==> config.mk <==
export PLATFORM = sky130hd
export DESIGN_NAME = mem_stage_ctrl
export DESIGN_NICKNAME = d
export VERILOG_FILES = /design/src/rtl/mem_stage_ctrl.sv
export SDC_FILE = /design/constraint.sdc
export NUM_CORES = 1
export LEC_CHECK = 0
export ABC_CLOCK_PERIOD_IN_PS = 1610
export CAP_MARGIN = 40
export CORE_MARGIN = 2
export CORE_UTILIZATION = 37
export CTS_CLUSTER_SIZE = 10
export DETAILED_ROUTE_END_ITERATION = 16
export GPL_TIMING_DRIVEN = 0
export PLACE_DENSITY = 0.77
export RECOVER_POWER = 100
export SYNTH_ARGS = -nofsm -noshare
export SYNTH_HDL_FRONTEND = slang
export SYNTH_SLANG_ARGS = --single-unit
export TNS_END_PERCENT = 20
==> constraint.sdc <==
create_clock -name clk -period 1.61 [get_ports clk]
set_input_delay 0.2415 -clock clk [delete_from_list [all_inputs] [get_ports clk]]
set_output_delay 0.2415 -clock clk [all_outputs]
set_load 0.05 [all_outputs]
==> src/rtl/mem_stage_ctrl.sv <==
// mem_stage_ctrl: memory-stage controller between the EX->MEM and MEM->WB
// pipeline registers. Runs loads/stores on a req/ack bus, stalls the front
// of the pipeline while an access is outstanding, and flags misaligned
// addresses and bus timeouts on the instruction as it moves into WB.
module mem_stage_ctrl #(
    parameter int TIMEOUT = 16
) (
    input  logic        clk,
    input  logic        rst_n,
    // EX->MEM register outputs
    input  logic        RegWriteM,
    input  logic        MemtoRegM,
    input  logic        MemWriteM,
    input  logic [31:0] ALUOutM,
    input  logic [31:0] WriteDataM,
    input  logic [4:0]  WriteRegM,
    // data-memory bus
    output logic        mem_req,
    output logic        mem_we,
    output logic [31:0] mem_addr,
    output logic [31:0] mem_wdata,
    input  logic        mem_ack,
    input  logic [31:0] mem_rdata,
    // pipeline control
    output logic        StallM,
    // MEM->WB register
    output logic        RegWriteW,
    output logic        MemtoRegW,
    output logic [31:0] ReadDataW,
    output logic [31:0] ALUOutW,
    output logic [4:0]  WriteRegW,
    output logic        AlignErrW,
    output logic        BusErrW
);

    localparam int CW = (TIMEOUT > 2) ? $clog2(TIMEOUT) : 1;

    typedef enum logic {IDLE, BUSY} state_t;

    state_t        state, stateNext;
    logic [CW-1:0] waitCnt;
    logic          access, misaligned, lastWait;
    logic          stall, startAcc, busErr;

    // Decode the instruction currently sitting in MEM.
    always_comb begin
        access     = MemtoRegM | MemWriteM;
        misaligned = access & (ALUOutM[1:0] != 2'b00);
        lastWait   = (waitCnt == CW'(TIMEOUT - 1));
    end

    // Next-state and stall decision. An ack in the final wait cycle wins
    // over the timeout.
    always_comb begin
        stateNext = state;
        stall     = 1'b0;
        startAcc  = 1'b0;
        busErr    = 1'b0;
        case (state)
            IDLE: begin
                if (access && !misaligned) begin
                    stall     = 1'b1;
                    startAcc  = 1'b1;
                    stateNext = BUSY;
                end
            end
            BUSY: begin
                if (mem_ack) begin
                    stateNext = IDLE;
                end else if (lastWait) begin
                    busErr    = 1'b1;
                    stateNext = IDLE;
                end else begin
                    stall = 1'b1;
                end
            end
            default: stateNext = IDLE;
        endcase
    end

    // No stall is reported while reset is held, even if MEM holds an access.
    assign StallM = stall & rst_n;

    // State register and wait counter; the counter restarts at each new access.
    always_ff @(posedge clk or negedge rst_n) begin
        if (!rst_n) begin
            state   <= IDLE;
            waitCnt <= '0;
        end else begin
            state <= stateNext;
            if (startAcc)
                waitCnt <= '0;
            else if (state == BUSY && !mem_ack)
                waitCnt <= waitCnt + 1'b1;
        end
    end

    // Bus request side: request is high exactly while in BUSY; address, data
    // and direction are captured once at the start and held for the access.
    always_ff @(posedge clk or negedge rst_n) begin
        if (!rst_n) begin
            mem_req   <= 1'b0;
            mem_we    <= 1'b0;
            mem_addr  <= '0;
            mem_wdata <= '0;
        end else begin
            mem_req <= (stateNext == BUSY);
            if (startAcc) begin
                mem_we    <= MemWriteM;
                mem_addr  <= {ALUOutM[31:2], 2'b00};
                mem_wdata <= WriteDataM;
            end
        end
    end

    // MEM->WB register: the instruction moves on only in a non-stall cycle;
    // stall cycles push a bubble so WB never sees the same instruction twice.
    always_ff @(posedge clk or negedge rst_n) begin
        if (!rst_n) begin
            RegWriteW <= 1'b0;
            MemtoRegW <= 1'b0;
            ReadDataW <= '0;
            ALUOutW   <= '0;
            WriteRegW <= '0;
            AlignErrW <= 1'b0;
            BusErrW   <= 1'b0;
        end else if (stall) begin
            RegWriteW <= 1'b0;
            MemtoRegW <= 1'b0;
            ReadDataW <= '0;
            ALUOutW   <= '0;
            WriteRegW <= '0;
            AlignErrW <= 1'b0;
            BusErrW   <= 1'b0;
        end else begin
            RegWriteW <= RegWriteM & ~misaligned & ~busErr;
            MemtoRegW <= MemtoRegM & ~misaligned;
            ReadDataW <= (state == BUSY && mem_ack && MemtoRegM) ? mem_rdata : 32'h0;
            ALUOutW   <= ALUOutM;
            WriteRegW <= WriteRegM;
            AlignErrW <= misaligned;
            BusErrW   <= busErr;
        end
    end

endmodule

# Word level (Yosys, flattened, before mapping)
# Index checks and enable logic that the tools add are counted.
# op_classes
add_sub_neg,1
eq_ne,1
mux,18
bitwise,9
reduce_logical,8
# ops
operator,n
32-bit two-way mux,3
1-bit two-way mux,11
4-bit two-way mux,2
1-bit AND,5
5-bit two-way mux,1
"4-bit by 1-bit adder with 4-bit output, second input constant",1
"4-bit equality test, second input constant",1
1-bit logical AND,4
2-bit nonzero test,2
1-bit NOT,3
1-bit logical NOT,2
1-bit case mux with 2 select lines,1
1-bit OR,1
# word_totals
register_bits,141
inputBits,107
out_inout_bits,140
word_cells,49

# Depth between registers and ports, before layout
# depth
word_depth,7
mapped_depth,6
mapped_depth_nobuf,4

# Worst setup path before layout
# Ideal clock, no wire load.
# synth_path
path_type,register to output
from,register mem_req (netlist name)
to,output StallM
arrival_time_ns,2.082
required_time_ns,1.368
setup_slack_ns,-0.714
stages_incl_launch_ff,5
n_path_buf,1
path_cell_list,dfrtp_1 or3_4 a2bb2oi_1 buf_2 nor2b_1
# synth_rtl
element,line,source
end: declaration,25,"output logic StallM,"

==> results.toml <==
[place]
gp_congestion = 0.739
dp_cells = 748
numPortBuffers = 244
dpl_worst_slack_ns = -0.997
dp.final_hpwl_um = 9220

[power_and_ir_drop]
pwr_density_cell_nw_per_um2 = 1390
power.total_mw = 11.9
vdd_drop_max_mv = 0.694
p_leak_nw = 4.16

[setup_path]
worstPathRequired_ns = 1.37
r2r_slack_ns = -0.15
arrival_ns = 1.74
startpoint_type = "register"
end_kind = "output pin"
critPathKind = "register to output pin"
cp_max_fo = 4

[synthesis]
synth-seq-cells = 141
ys_seq_area_share_pct = 68.6
yosysWarnings = 0
synth_area_leader_cell = "dfrtp_1"
synth_area_um2 = 5140
synth-edff-count = 0
synthArstFlopShare_pct = 100
ys_top_cells_by_area = "dfrtp_1, mux2_4, and2_1, mux2_2, buf_12"
synth_top_cell_area_share_pct = 68.6
ys_types = 31
yosysMostFrequentCell = "dfrtp_1"
synthTopCellsByCount = "dfrtp_1, and2_1, mux2_4"
synthFlopType = "dfrtp_1"
syn-instance-count = 322
synth_area_per_cell_um2 = 16.0

[route]
drc = 0
detail_route.wl_per_cell_um = 16.2
routed_wirelength_um = 12900
antenna_left = 0
first_pass_iters = 4
first_iter_violations = 101
num_vias = 3503
viasPerCell = 4.40

[global_routing]
grt_pass1_vias = 3722
met3_usage_pct = 8.05
grtUsageMet1_pct = 18.9
grt.total_usage_pct = 17.2
grt_pass1_wl_um = 19100
gr-max-usage-layer = "met2"
grt_util_met2_pct = 28.5
antenna_found_initial = 0
grt_overflow_total = 0
grt_max_degree = 80

[timing]
slew_headroom_pct = 60.9
finalClockSkew_ns = 0.00666
rsz0062_at_grt = "yes"
setup_ws_ns = -0.375
setup_viol = 80
slew_violations = 0
fin_crit_sh_pct = 123
min_period_ns = 1.98
finalHoldViolCount = 62
tightest_slew_ns = 0.587
finalSetupTns_ns = -7.19
fmax_ghz = 0.504
holdWs_ns = -0.193

[floorplan]
boundaryPins = 247
die_x_um = 122
die_area_um2 = 14900
start_util_pct = 37.5
die_height_um = 122
core_um2 = 13700
rows = 43

[worst_hold_path]
min_path_type = "primary input to asynchronous set/reset pin"

[final_layout]
antenna_cells = 0
fill_cells = 1103
nNetsFinal = 711
syn_to_final_growth_pct = 66.8
multi_input_area_um2 = 1500
fin_cells = 796
drive_gt1_share_pct = 21.4
seq_area_um2 = 3530

[cts]
cts_inserted_buffers = 17
cts.sinks = 141
cts_tree = "yes"
htreeDepth = 4
insertion_delay_ns = 0.41
clk_pin_slew_ns = 0.06
clock_path_buffers = 2
cts_root_buf = "clkbuf_16"

[job]
maxCapViolCount = 0

[outcome]
violations = "negative hold slack, negative setup slack"
status = "finished, violations left"
==> per-layer routing <==
metal / part of all wire [%] / vias to the layer above
li1: - / 1618
met1: 39 / 1699
met2: 49 / 164
met3: 10 / 22
met4: 2.0 / 0
met5: 0 / -
==> critical path, stage by stage, from the launching register on <==
cell,delay (ns)
dfrtp_2,0.41
or3_4,0.36
a2bb2oi_2,0.15
buf_6,0.14
nor2b_4,0.11
buf_8,0.15
==> area by class of cell <==
cell class | instances | area share (%)
sequential | 141 | 41.1
timing repair buffer | 261 | 29.6
multi-input combinational | 165 | 17.4
clock buffer | 21 | 5.25
tap | 180 | 2.62
buffer | 16 | 2.26
clock inverter | 11 | 1.66
inverter | 1 | 0.0437
==> stage by stage <==
stage	utilization (%)	area [um^2]
CTS	60.8	8350
global route	62.6	8580
detailed placement	57.3	7870
floorplan	-	5170
finish	62.6	8580
global placement	57.1	7840
==> report_power, final <==
part           switching [mW]  internal (mW)
Clock                    1.43           2.47
Sequential              0.242           4.06
Combinational            2.42           1.32
==> what timing repair did <==
action | 4_1_cts | 5_1_grt
pin swaps | 0 | 1
buffers inserted | 3 | 9
endpoints found under the setup margin | 201 | 102
hold endpoints to repair | 62 | 62
gates cloned | 0 | 4
resized for setup | 154 | 25
==> cell families (layout without fill, tap and decap cells) <==
group	after synthesis	count (layout)	share of synthesized area, %
muxes	63	63	16.0
xor gates and xnor gates	1	1	0.170
adders and majority gates	1	1	0.243
other	1	2	0.0729
buffers and inverters	17	310	3.33
and+or+nand+nor	90	90	10.7
AOI/OAI and AO/OA	8	8	0.949
DFF	141	141	68.6
==> cell usage in the layout (no fill, tap or decap), types with 7 or more instances in the layout <==
cell,count
mux2_2,26
dlygate4sd2_1,129
buf_8,7
clkbuf_1,7
clkdlybuf4s15_1,7
dfrtp_1,140
buf_4,9
clkdlybuf4s50_1,105
and2_1,69
clkbuf_16,21
mux2_4,37
==> final timing paths <==
| kind | start | end | cells after the start |
|---|---|---|---|
| min in group clk | mem_rdata[0] | ReadDataW[0] | 2 |
| max | mem_req | StallM | 5 |
| max reg2reg | mem_req | mem_wdata[31] | 6 |
| min | rst_n | mem_addr[8] | 1 |
| max in group asynchronous | rst_n | ReadDataW[26] | 2 |
| min reg2reg | mem_addr[4] | mem_addr[4] | 1 |
==> sequential cells by signal, indices dropped and copies added (netlist names) <==
name	count
AlignErrW	1
mem_wdata	32
mem_addr	30
BusErrW	1
mem_we	1
waitCnt	4
ALUOutW	32
RegWriteW	1
MemtoRegW	1
WriteRegW	5
ReadDataW	32
mem_req	1
Power figures use the tool's default switching activity.
